==> src/rtl/instr_decode_if.sv <==
// Fetch-to-decode-to-register-file handshake bundle.
// The master side offers instructions and consumes decoded fields; the slave side is the decoder.
interface instr_decode_if #(
    parameter int DATA_W = 16,
    parameter int SEL_W  = 4
);
    logic [DATA_W-1:0] I_instr;
    logic              I_instr_valid;
    logic              o_instr_ready;
    logic              o_dec_valid;
    logic              I_dec_ready;
    logic [SEL_W-1:0]  o_selA;
    logic [SEL_W-1:0]  o_selB;
    logic [SEL_W-1:0]  o_selD;
    logic              o_we;
    logic [3:0]        o_aluop;
    logic              o_flag;
    logic [DATA_W-1:0] o_imm;
    logic              o_illegal;

    modport master (
        output I_instr, I_instr_valid, I_dec_ready,
        input  o_instr_ready, o_dec_valid, o_selA, o_selB, o_selD,
               o_we, o_aluop, o_flag, o_imm, o_illegal
    );

    modport slave (
        input  I_instr, I_instr_valid, I_dec_ready,
        output o_instr_ready, o_dec_valid, o_selA, o_selB, o_selD,
               o_we, o_aluop, o_flag, o_imm, o_illegal
    );
endinterface

==> src/rtl/instr_decode.sv <==
// Instruction decode stage with a 2-entry skid buffer (main + skid) holding pre-decoded fields.
// Fetch-side ready is a pure register output; decoded outputs come straight from the main entry.
module instr_decode #(
    parameter int DATA_W = 16,
    parameter int SEL_W  = 4
) (
    input  logic           I_clk,
    input  logic           I_rst_n,
    input  logic           I_flush,
    instr_decode_if.slave  bus
);
    typedef struct packed {
        logic [2:0] sel_a;
        logic [2:0] sel_b;
        logic [2:0] sel_d;
        logic       we;
        logic [3:0] aluop;
        logic       flag;
        logic [7:0] imm;
        logic       illegal;
    } dec_t;

    function automatic dec_t decode(input logic [DATA_W-1:0] instr);
        dec_t d;
        d.aluop   = instr[15:12];
        d.sel_d   = instr[11:9];
        d.flag    = instr[8];
        d.sel_a   = instr[7:5];
        d.sel_b   = instr[4:2];
        d.imm     = instr[7:0];
        d.illegal = (instr[15:12] >= 4'd14);
        // STORE, JMP, JMPEQ and the reserved codes never write a destination
        d.we      = (instr[15:12] <= 4'd6) ||
                    ((instr[15:12] >= 4'd8) && (instr[15:12] <= 4'd11));
        return d;
    endfunction

    dec_t main_reg, main_next;
    dec_t skid_reg, skid_next;
    logic main_valid_reg, main_valid_next;
    logic skid_valid_reg, skid_valid_next;
    dec_t incoming;
    logic accept;
    logic consume;

    assign incoming = decode(bus.I_instr);
    assign accept   = bus.I_instr_valid & ~skid_valid_reg;
    assign consume  = main_valid_reg & bus.I_dec_ready;

    always_comb begin
        main_next       = main_reg;
        skid_next       = skid_reg;
        main_valid_next = main_valid_reg;
        skid_valid_next = skid_valid_reg;
        if (I_flush) begin
            main_valid_next = 1'b0;
            skid_valid_next = 1'b0;
        end else if (main_valid_reg && !consume) begin
            // Main is stalled: an accepted word parks in the skid entry
            if (accept) begin
                skid_next       = incoming;
                skid_valid_next = 1'b1;
            end
        end else if (skid_valid_reg) begin
            main_next       = skid_reg;
            main_valid_next = 1'b1;
            skid_valid_next = 1'b0;
        end else if (accept) begin
            main_next       = incoming;
            main_valid_next = 1'b1;
        end else begin
            main_valid_next = 1'b0;
        end
    end

    always_ff @(posedge I_clk or negedge I_rst_n) begin
        if (!I_rst_n) begin
            main_reg       <= '0;
            skid_reg       <= '0;
            main_valid_reg <= 1'b0;
            skid_valid_reg <= 1'b0;
        end else begin
            main_reg       <= main_next;
            skid_reg       <= skid_next;
            main_valid_reg <= main_valid_next;
            skid_valid_reg <= skid_valid_next;
        end
    end

    assign bus.o_instr_ready = ~skid_valid_reg;
    assign bus.o_dec_valid   = main_valid_reg;
    assign bus.o_selA        = {{(SEL_W-3){1'b0}}, main_reg.sel_a};
    assign bus.o_selB        = {{(SEL_W-3){1'b0}}, main_reg.sel_b};
    assign bus.o_selD        = {{(SEL_W-3){1'b0}}, main_reg.sel_d};
    assign bus.o_we          = main_reg.we;
    assign bus.o_aluop       = main_reg.aluop;
    assign bus.o_flag        = main_reg.flag;
    assign bus.o_imm         = {{(DATA_W-8){1'b0}}, main_reg.imm};
    assign bus.o_illegal     = main_reg.illegal;
endmodule

==> src/flat_wrapper.sv <==
// flat-port wrapper written by rule: the top's interface ports become plain ports
module instr_decode_flat 
#(
    parameter int DATA_W = 16,
    parameter int SEL_W  = 4
)
  (I_clk, I_rst_n, I_flush, bus_I_instr, bus_I_instr_valid, bus_I_dec_ready, bus_o_instr_ready, bus_o_dec_valid, bus_o_selA, bus_o_selB, bus_o_selD, bus_o_we, bus_o_aluop, bus_o_flag, bus_o_imm, bus_o_illegal);
  instr_decode_if #(.DATA_W(DATA_W), .SEL_W(SEL_W)) bus_i ();
  input  logic I_clk;
  input  logic I_rst_n;
  input  logic I_flush;
  input wire logic [$bits(bus_i.I_instr)-1:0] bus_I_instr;
  input wire logic [$bits(bus_i.I_instr_valid)-1:0] bus_I_instr_valid;
  input wire logic [$bits(bus_i.I_dec_ready)-1:0] bus_I_dec_ready;
  output wire logic [$bits(bus_i.o_instr_ready)-1:0] bus_o_instr_ready;
  output wire logic [$bits(bus_i.o_dec_valid)-1:0] bus_o_dec_valid;
  output wire logic [$bits(bus_i.o_selA)-1:0] bus_o_selA;
  output wire logic [$bits(bus_i.o_selB)-1:0] bus_o_selB;
  output wire logic [$bits(bus_i.o_selD)-1:0] bus_o_selD;
  output wire logic [$bits(bus_i.o_we)-1:0] bus_o_we;
  output wire logic [$bits(bus_i.o_aluop)-1:0] bus_o_aluop;
  output wire logic [$bits(bus_i.o_flag)-1:0] bus_o_flag;
  output wire logic [$bits(bus_i.o_imm)-1:0] bus_o_imm;
  output wire logic [$bits(bus_i.o_illegal)-1:0] bus_o_illegal;
  assign bus_i.I_instr = bus_I_instr;
  assign bus_i.I_instr_valid = bus_I_instr_valid;
  assign bus_i.I_dec_ready = bus_I_dec_ready;
  assign bus_o_instr_ready = bus_i.o_instr_ready;
  assign bus_o_dec_valid = bus_i.o_dec_valid;
  assign bus_o_selA = bus_i.o_selA;
  assign bus_o_selB = bus_i.o_selB;
  assign bus_o_selD = bus_i.o_selD;
  assign bus_o_we = bus_i.o_we;
  assign bus_o_aluop = bus_i.o_aluop;
  assign bus_o_flag = bus_i.o_flag;
  assign bus_o_imm = bus_i.o_imm;
  assign bus_o_illegal = bus_i.o_illegal;
  instr_decode #(.DATA_W(DATA_W), .SEL_W(SEL_W)) u_core (.I_clk(I_clk), .I_rst_n(I_rst_n), .I_flush(I_flush), .bus(bus_i));
endmodule
==> config.mk <==
export PLATFORM = sky130hd
export DESIGN_NAME = instr_decode_flat
export DESIGN_NICKNAME = d
export VERILOG_FILES = /design/src/rtl/instr_decode_if.sv /design/src/rtl/instr_decode.sv /design/src/flat_wrapper.sv
export SDC_FILE = /design/constraint.sdc
export NUM_CORES = 1
export LEC_CHECK = 0
export CAP_MARGIN = 5
export CORE_MARGIN = 3
export CORE_UTILIZATION = 25
export DETAILED_ROUTE_END_ITERATION = 10
export PLACE_DENSITY = 0.54
export SLEW_MARGIN = 20
export SYNTH_ARGS = -nofsm -noshare
export SYNTH_HDL_FRONTEND = slang
export SYNTH_SLANG_ARGS = --single-unit
==> constraint.sdc <==
create_clock -name I_clk -period 1.74 [get_ports I_clk]
set_clock_uncertainty 0.15 [all_clocks]
set_input_delay 0.435 -clock I_clk [delete_from_list [all_inputs] [get_ports I_clk]]
set_output_delay 0.435 -clock I_clk [all_outputs]
set_load 0.05 [all_outputs]
== Word level (Yosys, flattened, before mapping) ==
Index checks and enable logic that the tools add are counted.
Storage, ports and cells
  flip-flop bits (word level): 50
Cells by class
  order comparisons: 4
  equality and inequality tests: 2
  mux-type cells: 9
  bitwise gates (word level): 5
  reductions and logical operators: 7
Operators by type and width (count)
  $mux W24: 2
  $ge A4 B4 Y1 const B: 2
  $mux W1: 7
  $reduce_and A3 Y1: 2
  $le A4 B3 Y1 const B: 1
  $le A4 B4 Y1 const B: 1
  $ne A3 B2 Y1 const B: 1
  $not A1 Y1: 3
  $and A1 B1 Y1: 2
  $logic_and A1 B1 Y1: 2
  $ne A2 B2 Y1 const B: 1
  $reduce_bool A2 Y1: 1
  $logic_not A1 Y1: 1
  $logic_or A1 B1 Y1: 1

== Depth between registers and ports, before layout ==
  word-level depth: 6
  gate-level depth with buffers: 5
  mapped depth without buffers: 3

== Worst setup path before layout ==
Ideal clock, no wire load.
  kind: register -> register
  start: reg u_core.main_valid_reg, in the netlist u_core.bus.o_dec_valid
  end: reg u_core.skid_reg[13] in the netlist's numbering
  setup time: 0.125 ns
  arrival: 1.795 ns
  setup slack: -0.330 ns
  cell stages (with the launch flop): 5
  path buffers: 1
  clock period less this slack: 2.070 ns
  cell sequence: dfrtp_1 nand2b_4 nor4b_4 buf_6 mux2_2
Between the ends
  cells in the longest elaborated chain, start to end: 4
RTL lines
  start: declaration: line instr_decode.sv:40  | logic main_valid_reg, main_valid_next;
  start signal: assignment: line instr_decode.sv:85  | main_valid_reg <= main_valid_next;
  $and A1 B1 Y1: line instr_decode.sv:48  | assign consume = main_valid_reg & bus.I_dec_ready;
  $logic_not A1 Y1: line instr_decode.sv:58  | end else if (main_valid_reg && !consume) begin
  $logic_and A1 B1 Y1 *: line instr_decode.sv:58
  $reduce_and A3 Y1 (no line) *
  end signal: assignment: line instr_decode.sv:84  | skid_reg <= skid_next;
  end: declaration: line instr_decode.sv:39  | dec_t skid_reg, skid_next;
Mark *: on every way between the ends. The rest lies on a longest branch, timed or not.
A chain may end at the register's enable or synchronous reset.

== Worst setup path after layout ==
  start: reg u_core.skid_valid_reg
  end: reg u_core.skid_reg[9] in the netlist's numbering
Between the ends
  cells in the longest elaborated chain, start to end: 3
RTL lines
  start: declaration: line instr_decode.sv:41  | logic skid_valid_reg, skid_valid_next;
  start signal: assignment: line instr_decode.sv:86  | skid_valid_reg <= skid_valid_next;
  $not A1 Y1: line instr_decode.sv:47  | assign accept = bus.I_instr_valid & ~skid_valid_reg;
  $and A1 B1 Y1: line instr_decode.sv:47
  $reduce_and A3 Y1 (no line)
Every way passes these cells.

==> results.toml <==
[finish]
syn_to_final_growth_pct = 58.9
layout.cells.non_filler = 282
largest_reg_flops = 18
diodes = 0
fin_util_pct = 41.6
fillers = 663
drive_above_1_share_pct = 55.9
nets = 206

[pwr]
vdd.ir_drop.worst_v = 0.000470
p_total_mw = 3.06
p_leak_nw = 1.25
powerDensity_nw_per_um2 = 1070

[yosys]
syn_avg_cell_area_sq_um = 14.1
yosys_warnings = 0
synth_area_leaders = "dfrtp_1 53%, mux2_2 32%, buf_4 7.1%"
synth.largest_area_cell = "dfrtp_1"
syn_inst = 128
yosys.area.top_type_share_pct = 52.6
ys_ff_latch = 38
syn_area_sq_um = 1810
ys_types = 18
ys_seq_area_share_pct = 52.6

[cts]
clk_pin_slew_worst_paths_ns = 0.07
cts_tree = "yes"
ctsLongestPathBuffers = 2
root_buffer = "clkbuf_8"
clock_sinks = 38
cts_max_level = 2
cts_made_buffers = 5
clk_latency_ns = 0.28

[grt]
antenna_found_initial = 0
grt_max_degree = 39
grt_pass1_wl_um = 6320
grt_overflow = 0
first_global_vias = 1207
track_usage_pct = 9.73

[timing]
fmaxAchievable_ghz = 0.572
timing.hold.ws_ns = 0.356
period_minus_slack_ns = 1.75
drv_slew = 0
hold_violations = 0
setup_violations = 13
min_period_over_period_pct = 100
rsz0062_at_grt = "yes"
layout_setup_ws_ns = -0.00861

[place]
portBuffers = 46
dp_hpwl_um = 2370
dp_cells = 263
gp_congestion = 0.651
place_ws_ns = -0.362

[worst_setup_path]
required_ns = 1.76
criticalPathCategory = "flop to flop"
critPathMaxFanout = 5
r2r_cells = 5
crit_path_end_kind = "flop"
rr_endpoint = "u_core.skid_reg[9]$_DFFE_PN0P_"
startpoint = "u_core.skid_valid_reg$_DFFE_PN0P_"
reg2reg_from = "u_core.skid_valid_reg$_DFFE_PN0P_"
crit_arrival_ns = 1.76
timing.reg2reg.setup_slack_ns = -0.009
start_kind = "flop"
cp-endpoint = "u_core.skid_reg[9]$_DFFE_PN0P_"

[routing]
drc = 0
final_antenna_net_count = 0
routedWlPerCell_um = 13.8
first_iter_violations = 16
vias = 1121
wl_um = 3900
dr.pass1.iters = 5
via_per_inst = 3.98

[floorplanning]
ios = 58
core_sq_um = 6910
die_w_um = 91.1
row_count = 30
die_area_sq_um = 8290
die_height_um = 91.1
start_util_pct = 26.2

[status]
run_status = "finished, violations left"
violations = "setup timing"

[run]
maxCapViolations = 0

[min_path]
hold_path.class = "flop to flop"
metrics by stage:
stage	setup TNS, ns	cell area (sq um)
after floorplan	-1.43	1850
after global placement	-12.63	2590
after detailed placement	-12.64	2590
after CTS	0	2840
after global routing	-0.943	2870
final	-0.0695	2870
cells in the mapped netlist, drive strengths merged:
cell type / count
mux2: 51
inv: 2
a21o: 1
nor2: 2
and3: 1
nand2: 1
conb: 1
nand2b: 1
nor2b: 2
buf: 22
nor4b: 1
a21oi: 1
mux2i: 2
o21bai: 1
dfrtp: 38
a31oi: 1
critical path, stage by stage (launching register included):
cell     delay, ns
dfrtp_2       0.44
buf_6         0.13
nor4b_4       0.28
buf_4         0.20
buf_12        0.13
mux2_4        0.29
timing repair:
| action | 4_1_cts | 5_1_grt |
|---|---|---|
| setup buffers | 5 | 3 |
| hold endpoints to repair | 38 | 0 |
| pin swaps | 1 | 1 |
| setup endpoints to repair | 36 | 18 |
| hold buffers | 1 | 0 |
| resized for setup | 22 | 5 |
| cloned | 3 | 0 |
layout by cell type, fill, tap and decap left out, drive strengths merged:
cell type and instances:
dfrtp 38, nor4b 1, clkbuf 8, inv 1
conb 11, clkdlybuf4s50 16, dlygate4sd3 1, nand2b 1
a31oi 1, nor2 2, o21bai 1, a21o 1
and3 1, nand2 1, buf 42, clkdlybuf4s15 1
clkinvlp 1, nor2b 2, mux2 51, mux2i 2
a21oi 1, dlygate4sd2 2
kinds of logic (layout without fill, tap and decap cells):
logic type / Yosys count / count (layout) / share of synthesized area, %
AOI/OAI and AO/OA: 4 / 4 / 1.45
other: 1 / 11 / 0.207
DFF: 38 / 38 / 52.6
and+or+nand+nor: 8 / 8 / 3.73
buffers and inverters: 24 / 72 / 9.20
muxes: 53 / 53 / 32.8
worst min-delay path by stage:
stage | end | start | slack, ns | depth (start not counted)
floorplan | u_core.bus.o_aluop[0]$_DFFE_PN0P_ | I_rst_n | -0.01 | 0
global placement | u_core.skid_reg[22]$_DFFE_PN0P_ | I_rst_n | 0.27 | 2
detailed placement | u_core.bus.o_selA[1]$_DFFE_PN0P_ | I_rst_n | 0.27 | 2
CTS | u_core.skid_reg[23]$_DFFE_PN0P_ | u_core.skid_reg[23]$_DFFE_PN0P_ | 0.36 | 1
global route | u_core.skid_reg[13]$_DFFE_PN0P_ | u_core.skid_reg[13]$_DFFE_PN0P_ | 0.38 | 1
finish | u_core.skid_reg[11]$_DFFE_PN0P_ | u_core.skid_reg[11]$_DFFE_PN0P_ | 0.36 | 1
power breakdown:
group / leakage (nW) / switching [mW] / internal, mW
sequential: 0.457 / 0.161 / 1.07
clock: 0.0395 / 0.291 / 0.285
combinational: 0.757 / 0.590 / 0.670
layout make-up:
| cell class | count | area, sq um | share of cell area, % |
|---|---|---|---|
| Sequential cell | 38 | 953 | 33.2 |
| Multi-Input combinational cell | 76 | 785 | 27.3 |
| Timing Repair Buffer | 62 | 925 | 32.2 |
| Tap cell | 96 | 120 | 4.18 |
| Clock buffer | 8 | 80.1 | 2.79 |
| Inverter | 2 | 11.3 | 0.392 |
routing by layer:
| metal | up-vias | GRT usage (%) | share of wire (%) |
|---|---|---|---|
| li1 | 532 | - | - |
| met3 | 4 | 3.15 | 5.4 |
| met1 | 548 | 13.3 | 47 |
| met2 | 37 | 14.7 | 47 |
| met4 | 0 | 2.64 | 0.54 |
| met5 | - | 0 | 0 |
Note: power is estimated with default switching activity, not from simulation.
